`src/rtl/obstacle_spawn_scheduler.sv`:
```
// obstacle_spawn_scheduler: owns the obstacle pool for the lane game.
// It allocates slots, picks spawn lanes from an 8-bit LFSR, advances obstacles on
// accepted slow ticks, retires them past the bottom edge and keeps score and level.
// Build macro: DOUBLE_SPAWN_EN -- each spawn row fills two slots in distinct lanes.
module obstacle_spawn_scheduler #(
    parameter int         NUM_SLOTS   = 4,
    parameter int         Y_STEP_INIT = 4,
    parameter int         SPAWN_GAP   = 120,
    parameter int         Y_LIMIT     = 560,
    parameter int         PTS_PER_LVL = 8,
    parameter int         MAX_LEVEL   = 8,
    parameter logic [7:0] LFSR_SEED   = 8'hAC
) (
    input  logic                    clk,
    input  logic                    rst_n,
    input  logic                    tick,
    input  logic                    run,
    input  logic                    clear,
    output logic [NUM_SLOTS-1:0]    obs_valid,
    output logic [2*NUM_SLOTS-1:0]  obs_lane,
    output logic [10*NUM_SLOTS-1:0] obs_y,
    output logic [15:0]             score,
    output logic [3:0]              level,
    output logic                    busy,
    output logic                    spawn_pls
);
    localparam int IW = (NUM_SLOTS > 1) ? $clog2(NUM_SLOTS) : 1;

    typedef enum logic [1:0] {
        ST_IDLE    = 2'd0,
        ST_ADVANCE = 2'd1,
        ST_SPAWN   = 2'd2
    } state_e;

    state_e                     state_q, state_d;
    logic [NUM_SLOTS-1:0]       valid_q, valid_d;
    logic [NUM_SLOTS-1:0][1:0]  lane_q, lane_d;
    logic [NUM_SLOTS-1:0][9:0]  y_q, y_d;
    logic [15:0]                score_q, score_d;
    logic [3:0]                 level_q, level_d;
    logic [15:0]                gap_q, gap_d;
    logic [7:0]                 lfsr_q, lfsr_d;
    logic [1:0]                 last_lane_q, last_lane_d;
    logic                       busy_q, busy_d;
    logic                       spawn_q, spawn_d;

    logic [4:0]                 step_s;
    logic [NUM_SLOTS-1:0][10:0] y_sum_s;
    logic [NUM_SLOTS-1:0]       retire_s;
    logic [3:0]                 retire_cnt_s;
    logic [16:0]                score_sum_s;
    logic [16:0]                gap_sum_s;
    logic [15:0]                lvl_raw_s;
    logic [IW-1:0]              first_free_s;
    logic                       has_free_s;
    logic [1:0]                 lane_pick_s;

    // Lane following the previous spawn lane, wrapping 2 -> 0.
    function automatic logic [1:0] next_lane(input logic [1:0] l);
        logic [1:0] n;
        case (l)
            2'd0:    n = 2'd1;
            2'd1:    n = 2'd2;
            default: n = 2'd0;
        endcase
        return n;
    endfunction

    assign step_s      = 5'(Y_STEP_INIT) + {1'b0, level_q};
    assign score_sum_s = {1'b0, score_q} + {13'd0, retire_cnt_s};
    assign gap_sum_s   = {1'b0, gap_q} + {12'd0, step_s};
    // LFSR value 3 is remapped so the lane distribution stays within 0..2.
    assign lane_pick_s = (lfsr_q[1:0] != 2'd3) ? lfsr_q[1:0] : next_lane(last_lane_q);

    // Per-slot advanced position, retirement flags and retired count.
    always_comb begin
        retire_cnt_s = 4'd0;
        for (int i = 0; i < NUM_SLOTS; i++) begin
            y_sum_s[i]   = {1'b0, y_q[i]} + {6'd0, step_s};
            retire_s[i]  = valid_q[i] && (y_sum_s[i] >= 11'(Y_LIMIT));
            retire_cnt_s = retire_cnt_s + {3'd0, retire_s[i]};
        end
    end

    // Lowest-index free slot (scan downward so the lowest index wins).
    always_comb begin
        first_free_s = {IW{1'b0}};
        has_free_s   = 1'b0;
        for (int i = NUM_SLOTS - 1; i >= 0; i--) begin
            if (!valid_q[i]) begin
                first_free_s = IW'(i);
                has_free_s   = 1'b1;
            end else begin
                has_free_s   = has_free_s;
            end
        end
    end

`ifdef DOUBLE_SPAWN_EN
    logic [IW-1:0] second_free_s;
    logic          has_second_s;
    logic [1:0]    lane2_s;

    // Reduce a small value (0..7) modulo 3.
    function automatic logic [1:0] mod3(input logic [2:0] v);
        logic [1:0] m;
        if (v >= 3'd6) begin
            m = 2'(v - 3'd6);
        end else if (v >= 3'd3) begin
            m = 2'(v - 3'd3);
        end else begin
            m = v[1:0];
        end
        return m;
    endfunction

    // Second row lane is offset by 1 or 2, so it never matches the first lane.
    assign lane2_s = mod3({1'b0, lane_pick_s} + 3'd1 + {2'd0, lfsr_q[2]});

    // Second-lowest free slot for the paired obstacle.
    always_comb begin
        second_free_s = {IW{1'b0}};
        has_second_s  = 1'b0;
        for (int i = NUM_SLOTS - 1; i >= 0; i--) begin
            if (!valid_q[i] && (IW'(i) != first_free_s)) begin
                second_free_s = IW'(i);
                has_second_s  = 1'b1;
            end else begin
                has_second_s  = has_second_s;
            end
        end
    end
`endif

    // Next-state logic: clear wins, then IDLE/ADVANCE/SPAWN sequencing.
    always_comb begin
        state_d     = state_q;
        valid_d     = valid_q;
        lane_d      = lane_q;
        y_d         = y_q;
        score_d     = score_q;
        level_d     = level_q;
        gap_d       = gap_q;
        lfsr_d      = lfsr_q;
        last_lane_d = last_lane_q;
        spawn_d     = 1'b0;
        lvl_raw_s   = 16'd0;
        if (clear) begin
            state_d     = ST_IDLE;
            valid_d     = {NUM_SLOTS{1'b0}};
            lane_d      = {(2*NUM_SLOTS){1'b0}};
            y_d         = {(10*NUM_SLOTS){1'b0}};
            score_d     = 16'd0;
            level_d     = 4'd0;
            gap_d       = 16'(SPAWN_GAP);
            lfsr_d      = LFSR_SEED;
            last_lane_d = 2'd1;
        end else begin
            case (state_q)
                ST_IDLE: begin
                    if (tick && run) begin
                        state_d = ST_ADVANCE;
                    end else begin
                        state_d = ST_IDLE;
                    end
                end
                ST_ADVANCE: begin
                    for (int i = 0; i < NUM_SLOTS; i++) begin
                        if (retire_s[i]) begin
                            valid_d[i] = 1'b0;
                            y_d[i]     = 10'd0;
                        end else if (valid_q[i]) begin
                            y_d[i]     = y_sum_s[i][9:0];
                        end else begin
                            y_d[i]     = y_q[i];
                        end
                    end
                    score_d   = score_sum_s[16] ? 16'hFFFF : score_sum_s[15:0];
                    lvl_raw_s = score_d / 16'(PTS_PER_LVL);
                    level_d   = (lvl_raw_s >= 16'(MAX_LEVEL)) ? 4'(MAX_LEVEL) : lvl_raw_s[3:0];
                    gap_d     = (gap_sum_s >= 17'(SPAWN_GAP)) ? 16'(SPAWN_GAP) : gap_sum_s[15:0];
                    lfsr_d    = {lfsr_q[6:0], lfsr_q[7] ^ lfsr_q[5]};
                    state_d   = ST_SPAWN;
                end
                ST_SPAWN: begin
                    if ((gap_q >= 16'(SPAWN_GAP)) && has_free_s) begin
                        valid_d[first_free_s] = 1'b1;
                        y_d[first_free_s]     = 10'd0;
                        lane_d[first_free_s]  = lane_pick_s;
                        gap_d                 = 16'd0;
                        last_lane_d           = lane_pick_s;
                        spawn_d               = 1'b1;
`ifdef DOUBLE_SPAWN_EN
                        if (has_second_s) begin
                            valid_d[second_free_s] = 1'b1;
                            y_d[second_free_s]     = 10'd0;
                            lane_d[second_free_s]  = lane2_s;
                        end else begin
                            spawn_d = 1'b1;
                        end
`endif
                    end else begin
                        gap_d = gap_q;
                    end
                    state_d = ST_IDLE;
                end
                default: begin
                    state_d = ST_IDLE;
                end
            endcase
        end
        busy_d = (state_d != ST_IDLE);
    end

    // State and registered outputs.
    always_ff @(posedge clk or negedge rst_n) begin
        if (!rst_n) begin
            state_q     <= ST_IDLE;
            valid_q     <= {NUM_SLOTS{1'b0}};
            lane_q      <= {(2*NUM_SLOTS){1'b0}};
            y_q         <= {(10*NUM_SLOTS){1'b0}};
            score_q     <= 16'd0;
            level_q     <= 4'd0;
            gap_q       <= 16'(SPAWN_GAP);
            lfsr_q      <= LFSR_SEED;
            last_lane_q <= 2'd1;
            busy_q      <= 1'b0;
            spawn_q     <= 1'b0;
        end else begin
            state_q     <= state_d;
            valid_q     <= valid_d;
            lane_q      <= lane_d;
            y_q         <= y_d;
            score_q     <= score_d;
            level_q     <= level_d;
            gap_q       <= gap_d;
            lfsr_q      <= lfsr_d;
            last_lane_q <= last_lane_d;
            busy_q      <= busy_d;
            spawn_q     <= spawn_d;
        end
    end

    assign obs_valid = valid_q;
    assign obs_lane  = lane_q;
    assign obs_y     = y_q;
    assign score     = score_q;
    assign level     = level_q;
    assign busy      = busy_q;
    assign spawn_pls = spawn_q;
endmodule

```
`config.mk`:
```
export PLATFORM = sky130hd
export DESIGN_NAME = obstacle_spawn_scheduler
export DESIGN_NICKNAME = d
export VERILOG_FILES = /design/src/rtl/obstacle_spawn_scheduler.sv
export SDC_FILE = /design/constraint.sdc
export NUM_CORES = 1
export LEC_CHECK = 0
export CAP_MARGIN = 10
export CORE_MARGIN = 8
export CORE_UTILIZATION = 62
export CTS_CLUSTER_DIAMETER = 40
export DETAILED_ROUTE_END_ITERATION = 16
export GPL_TIMING_DRIVEN = 0
export PLACE_DENSITY = 0.87
export SLEW_MARGIN = 25
export SYNTH_ARGS = -nofsm -noshare
export SYNTH_HDL_FRONTEND = slang
export SYNTH_SLANG_ARGS = --single-unit
```
`constraint.sdc`:
```
create_clock -name clk -period 11.01 [get_ports clk]
set_input_delay 3.303 -clock clk [delete_from_list [all_inputs] [get_ports clk]]
set_output_delay 3.303 -clock clk [all_outputs]
set_load 0.005 [all_outputs]
```
==> flow_summary.yaml, run 1 <==
status:
  status: "finished clean"
clock_tree:
  cts_sinks: 102
  cts_resized: 0
  clk_latency_ns: 0.39
  clkTransAtPathRegs_ns: 0.10
  holdBufCountCts: 0
  clock-root-buffer: "clkbuf_8"
  post-cts-setup-buffer-count: 0
  cts_tree: "done"
  numCtsBuffers: 9
  clock_path_buffers: 2
  cts.htree.levels: 3
detailed_routing:
  initialDrtViolationCount: 704
  avgViaCountPerCell: 6.48
  drc_errors: 0
  detail-route-antenna-nets: 0
  drt-wirelength-per-cell_um: 19.1
  routed_wl_mm: 19.0
  vias: 6434
  first_pass_iters: 5
setup_path:
  critPathMostFrequentCell: "fa_1"
  slowest_stage: "dfrtp_1"
  r2r_slack_ns: 4.45
  path_class: "flip-flop to flip-flop"
  cp_slowest_stage_delay_ns: 0.75
  crit_chain: "inv_1, fa_1, nor2b_1, o21a_1, nor2_1, or3_1, and4_1, a21boi_1, nand2_1, and2_1, fa_1, inv_1, fa_1, fa_1, and3_1, nand3_1, mux2_2, nor3_1, o21ai_0, nor3_1, o2111ai_1, nor3_1, a22o_1"
  cp.arrival_ns: 6.89
  reg2reg_from: "level[1]"
  crit_path_end_kind: "flip-flop"
  required_ns: 11.34
  cp-start-kind: "flip-flop"
  path_max_fanout: 11
  reg2reg_depth: 23
  r2r-end: "level[2]"
timing:
  post-route-period-util: 0.595
  rsz0062_at_grt: "false"
  finalHoldWorstSlack_ns: 0.506
  fin_crit_ns: 6.56
  tns_ns: 0
  final_hold_viol_count: 0
  timing.final.max_slew_violations: 0
  skew_ns: 0.0150
  slew_headroom: 0.397
  max_freq_mhz: 153
  tightest_slew_ns: 0.902
  setup_viol: 0
layout:
  area_delta_synth_final_pct: 17.7
  layout_common_cells: "dfrtp_1 (93), nand2_1 (80), clkdlybuf4s50_1 (76)"
  n_antenna_cell: 0
  layout_commonest_cell: "dfrtp_1"
  nets: 888
  fillers: 830
  drive_gt1_frac: 0.0657
global_routing:
  grt_start_max_net_pins: 65
  grt_pass1_wl_mm: 31.1
  antenna_found_initial: 0
  grt_use_total: 0.262
  grt-ovfl-total: 0
  grt_pass1_vias: 6292
yosys:
  syn_area_um2: 6780
  syn_avg_cell_area_um2: 8.93
  yosysUniqueCellTypes: 87
  async_reset_ff_frac: 1.00
  ys_seq_area_frac: 0.378
  synth_top_area_cell: "dfrtp_1"
  synth_top_area_frac: 0.343
  yosys_warnings: 0
  synthCells: 759
  yosys-top-cells-area: "dfrtp_1 (34%), ha_1 (5.0%), nand2_1 (4.4%)"
  ys.flop_type: "dfrtp_1"
  synth_edf_count: 0
  synth-seq-cells: 102
  syn-num-nets: 799
power:
  comb_power_share: 0.210
  peakVddDrop_mv: 0.0797
  seq_power_share: 0.473
  power_switching_mw: 0.255
  leakagePower_nw: 3.36
  sw_frac_of_total: 0.299
  power_frac_clock: 0.316
  p_int_mw: 0.599
  powerDensity_nw_per_um2: 107
floorplan:
  die-area_um2: 14500
  fp.coreArea_um2: 10700
  dieWidth_um: 121
  boundaryPins: 79
  start_util: 0.631
  die_h_um: 121
  num_rows: 38
placed_design:
  io_buffer_count: 77
  globalplace.congestion: 0.962
  hpwl_mm: 14.0
worst_hold_path:
  worstHoldEndpoint: "lfsr_q[3]"
  hp-class: "flip-flop to flip-flop"
  holdPathStages: 2
  worstHoldStart: "lfsr_q[3]"
run:
  cap_viol_max_count: 0
==> routing by layer <==
layer	vias to the layer above	routed length (um)	track usage
met2	269	9140	0.433
met5	-	0	0
met3	48	1320	0.0499
met4	0	627	0.123
li1	2993	-	-
met1	3124	7930	0.326
==> logic make-up after synthesis <==
logic type | share of synthesized area
AO/OA/AOI/OAI | 0.234
XOR/XNOR | 0.0310
adder cells (fa/ha/maj) | 0.0735
buffers and inverters | 0.0389
flip-flops | 0.378
multiplexers | 0.0183
AND/OR/NAND/NOR | 0.226
==> worst max-delay path, delay by kind of cell, from the launching register on <==
kind,cells,cell delay (ns)
AO/OA/AOI/OAI,5,0.95
flip-flops,1,0.75
multiplexers,1,0.35
buffers and inverters,2,0.27
AND/OR/NAND/NOR,11,2.24
adder cells (fa/ha/maj),4,1.94
==> metrics by stage <==
step	setup WS (ns)	cell area, um^2	total power, mW	utilization	instances
6_report	4.45	7980	0.854	0.742	993
5_1_grt	4.10	7980	0.890	0.742	993
4_1_cts	4.55	7980	0.856	0.742	993
3_5_place_dp	4.60	7750	0.588	0.722	977
3_3_place_gp	2.78	7720	0.579	0.719	976
2_1_floorplan	5.40	6780	0.524	-	759
==> state kept, by name, summed over array words and instances (netlist names) <==
name	cells
level	4
obs_lane	8
gap_q	16
state_q	2
spawn_pls	1
busy	1
obs_valid	4
obs_y	40
score	16
lfsr_q	8
last_lane_q	2
==> synthesized netlist by cell type, drive strengths merged, types with 9 or more instances <==
cell,number
ha,27
a21oi,40
clkbuf,26
xor2,11
and3,18
xnor2,13
nand3,32
nand2,80
nor2,56
a22o,14
inv,27
o31ai,12
mux2i,9
nor3,29
o21ai,63
dfstp,9
a211oi,12
dfrtp,93
a21o,13
and2,9
nand4,14
==> worst max-delay path by stage <==
| stage | start | to | slack (ns) |
|---|---|---|---|
| finish | level[1] | level[2] | 4.45 |
| global route | level[1] | level[2] | 4.10 |
| CTS | level[1] | level[2] | 4.55 |
| detailed placement | level[1] | level[2] | 4.60 |
| global placement | rst_n | lfsr_q[6] | 2.78 |
| floorplan | level[1] | level[1] | 5.40 |
==> cell type report <==
type / instances / area, um^2 / share of cell area
inverter: 27 / 101 / 0.0127
buffer: 34 / 163 / 0.0204
multi-input combinational: 596 / 3950 / 0.495
clock inverter: 5 / 82.6 / 0.0104
sequential: 102 / 2560 / 0.321
clock buffer: 11 / 141 / 0.0177
timing repair buffer: 78 / 800 / 0.100
tap: 140 / 175 / 0.0220
==> power groups by stage <==
stage          clock network, mW  logic, mW  registers, mW
5_1_grt                    0.286      0.198          0.406
4_1_cts                    0.274      0.178          0.404
2_1_floorplan                  0      0.116          0.408
6_report                   0.270      0.180          0.404
3_3_place_gp                   0      0.169          0.410
3_5_place_dp                   0      0.177          0.411
Note: power is estimated with default switching activity, not from simulation.
==> run 2: changes to the inputs <==
--- a/config.mk
+++ b/config.mk
@@ -7,11 +7,11 @@
 export LEC_CHECK = 0
 export CAP_MARGIN = 10
 export CORE_MARGIN = 8
-export CORE_UTILIZATION = 62
+export CORE_UTILIZATION = 52
 export CTS_CLUSTER_DIAMETER = 40
 export DETAILED_ROUTE_END_ITERATION = 16
 export GPL_TIMING_DRIVEN = 0
-export PLACE_DENSITY = 0.87
+export PLACE_DENSITY = 0.78
 export SLEW_MARGIN = 25
 export SYNTH_ARGS = -nofsm -noshare
 export SYNTH_HDL_FRONTEND = slang
==> constraint.sdc (replaced) <==
create_clock -name clk -period 5.5 [get_ports clk]
set_input_delay 1.65 -clock clk [delete_from_list [all_inputs] [get_ports clk]]
set_output_delay 1.65 -clock clk [all_outputs]
set_load 0.005 [all_outputs]
==> run 2 against run 1 <==
  * Routed wire length rose by 1.9%
  * Highest routed layer unchanged
  * Sequential power rose by 100%
  * Critical endpoint is now level[0]
  * Critical path depth rose by 1
  * First-iteration DRC count fell by 8.8%
==> flow_summary.yaml, run 2 (synthesis gave the netlist of run 1 again) <==
status:
  status: "finished clean"
detailed_routing:
  drt-wirelength-per-cell_um: 18.6
  drc_errors: 0
  routed_wl_mm: 19.4
  avgViaCountPerCell: 6.20
  detail-route-antenna-nets: 0
  first_pass_iters: 5
  initialDrtViolationCount: 642
  vias: 6452
setup_path:
  required_ns: 5.79
  cp-start-kind: "flip-flop"
  slowest_stage: "fa_1"
  reg2reg_from: "level[0]"
  path_max_fanout: 7
  cp_top_family: "adder cells"
  crit_path_end: "level[0]"
  crit_cells: 24
  crit_chain: "buf_4, ha_1, inv_1, fa_1, nor2b_1, o21ai_1, a21boi_2, buf_4, o32ai_1, mux2_2, o21ai_4, fa_1, inv_1, fa_2, fa_2, and3_4, nand3_2, mux2_2, nor3_1, o21ai_1, nor3_2, o2111ai_2, nor3_2, a22o_1"
  reg2reg_depth: 24
  crit_start: "level[0]"
  r2r_slack_ns: 0.23
  path_class: "flip-flop to flip-flop"
  crit_buf_inv: 4
  crit_path_end_kind: "flip-flop"
  cp.arrival_ns: 5.57
  r2r-end: "level[0]"
  cp_slowest_stage_delay_ns: 0.50
floorplan:
  dieWidth_um: 130
  die_h_um: 130
  start_util: 0.535
  num_rows: 41
  die-area_um2: 16900
  boundaryPins: 79
  fp.coreArea_um2: 12700
layout:
  layout_commonest_cell: "dfrtp_1"
  final_cell_area_um2: 8300
  nets: 904
  largest_reg_flops: 40
  n_antenna_cell: 0
  multi_input_area_um2: 4050
  final_util: 0.655
  ff_latch_area_um2: 2570
  area_delta_synth_final_pct: 22.4
  fillers: 1076
  drive_gt1_frac: 0.108
  layout_common_cells: "dfrtp_1 (90), nand2_1 (79), clkdlybuf4s50_1 (76)"
clock_tree:
  numCtsBuffers: 9
  clk_latency_ns: 0.36
  cts_tree: "done"
  clkTransAtPathRegs_ns: 0.07
  cts_sinks: 102
  cts.htree.levels: 3
  clock_path_buffers: 2
  holdBufCountCts: 0
  clock-root-buffer: "clkbuf_16"
timing:
  final_hold_viol_count: 0
  slew_headroom: 0.414
  post-route-period-util: 0.959
  fin_crit_ns: 5.27
  setup_viol: 0
  timing.final.max_slew_violations: 0
  finalHoldWorstSlack_ns: 0.489
  fin_ws_ns: 0.225
  skew_ns: 0.00859
  tightest_slew_ns: 0.877
  max_freq_mhz: 190
placed_design:
  place_ws_ns: -0.704
  io_buffer_count: 77
  hpwl_mm: 13.7
  placed_area_um2: 7800
  globalplace.congestion: 0.919
power:
  peakVddDrop_mv: 0.122
  powerDensity_nw_per_um2: 216
  p_total_mw: 1.79
  leakagePower_nw: 3.48
worst_hold_path:
  hp-class: "flip-flop to flip-flop"
global_routing:
  grt_start_max_net_pins: 73
  grt_pass1_vias: 6101
  antenna_found_initial: 0
  grt-ovfl-total: 0
  grt_use_total: 0.232
  grt_pass1_wl_mm: 31.2
run:
  cap_viol_max_count: 0
run 2: cell count changes in the layout (fill, tap and decap cells not counted), moves of 3 or more:
cell	before	now
clkbuf_8	10	2
fa_2	0	3
buf_4	1	17
dfrtp_2	0	3
fa_1	8	5
clkinvlp_4	3	0
dfrtp_1	93	90
clkbuf_16	0	9
run 2: area by class of cell:
cell class	instances	share of cell area
inverter	27	0.0125
buffer	34	0.0196
multi-input combinational	596	0.488
clock buffer	13	0.0314
clock inverter	3	0.00226
tap	172	0.0259
timing repair buffer	94	0.111
sequential	102	0.309
run 2: timing repair:
| action | CTS | global route |
|---|---|---|
| resized for setup | 23 | 4 |
| endpoints found under the setup margin | 8 | 4 |
| setup buffers | 10 | 6 |
| pin swaps | 6 | 9 |
run 2: worst min path at each step:
stage / startpoint / to / slack [ns] / cells past startpoint
after floorplan: gap_q[2] / gap_q[2] / 0.45 / 2
after global placement: gap_q[2] / gap_q[2] / 0.47 / 2
after detailed placement: lfsr_q[2] / lfsr_q[2] / 0.48 / 2
after CTS: gap_q[3] / gap_q[3] / 0.49 / 2
after global routing: gap_q[3] / gap_q[3] / 0.52 / 2
final: gap_q[3] / gap_q[3] / 0.49 / 2
run 2: through the flow:
step / TNS (ns) / instances
floorplan: 0 / 759
global placement: -105.30 / 1008
detailed placement: -3.03 / 1009
CTS: 0 / 1035
global route: -0.142 / 1041
finish: 0 / 1041
run 2: per-layer routing:
| layer | GRT usage | part of all wire | routed length, um |
|---|---|---|---|
| met1 | 0.304 | 0.44 | 8430 |
| met2 | 0.373 | 0.48 | 9260 |
| met3 | 0.0379 | 0.062 | 1200 |
| met4 | 0.102 | 0.024 | 474 |
| met5 | 0 | 0 | 0 |
run 2: power breakdown:
group          switching (mW)  internal [mW]  total, mW
clock network           0.285          0.332      0.617
logic                   0.215          0.154      0.368
registers              0.0284          0.781      0.809
run 2: worst register-to-register path, cell delays in order, from the launching register on:
cell,delay [ns]
dfrtp_2,0.44
buf_4,0.15
ha_1,0.19
inv_1,0.07
fa_1,0.20
nor2b_1,0.06
o21ai_1,0.32
a21boi_2,0.15
buf_4,0.17
o32ai_1,0.29
mux2_2,0.25
o21ai_4,0.10
fa_1,0.50
inv_1,0.05
fa_2,0.36
fa_2,0.37
and3_4,0.21
nand3_2,0.09
mux2_2,0.33
nor3_1,0.13
o21ai_1,0.11
nor3_2,0.14
o2111ai_2,0.16
nor3_2,0.20
a22o_1,0.16
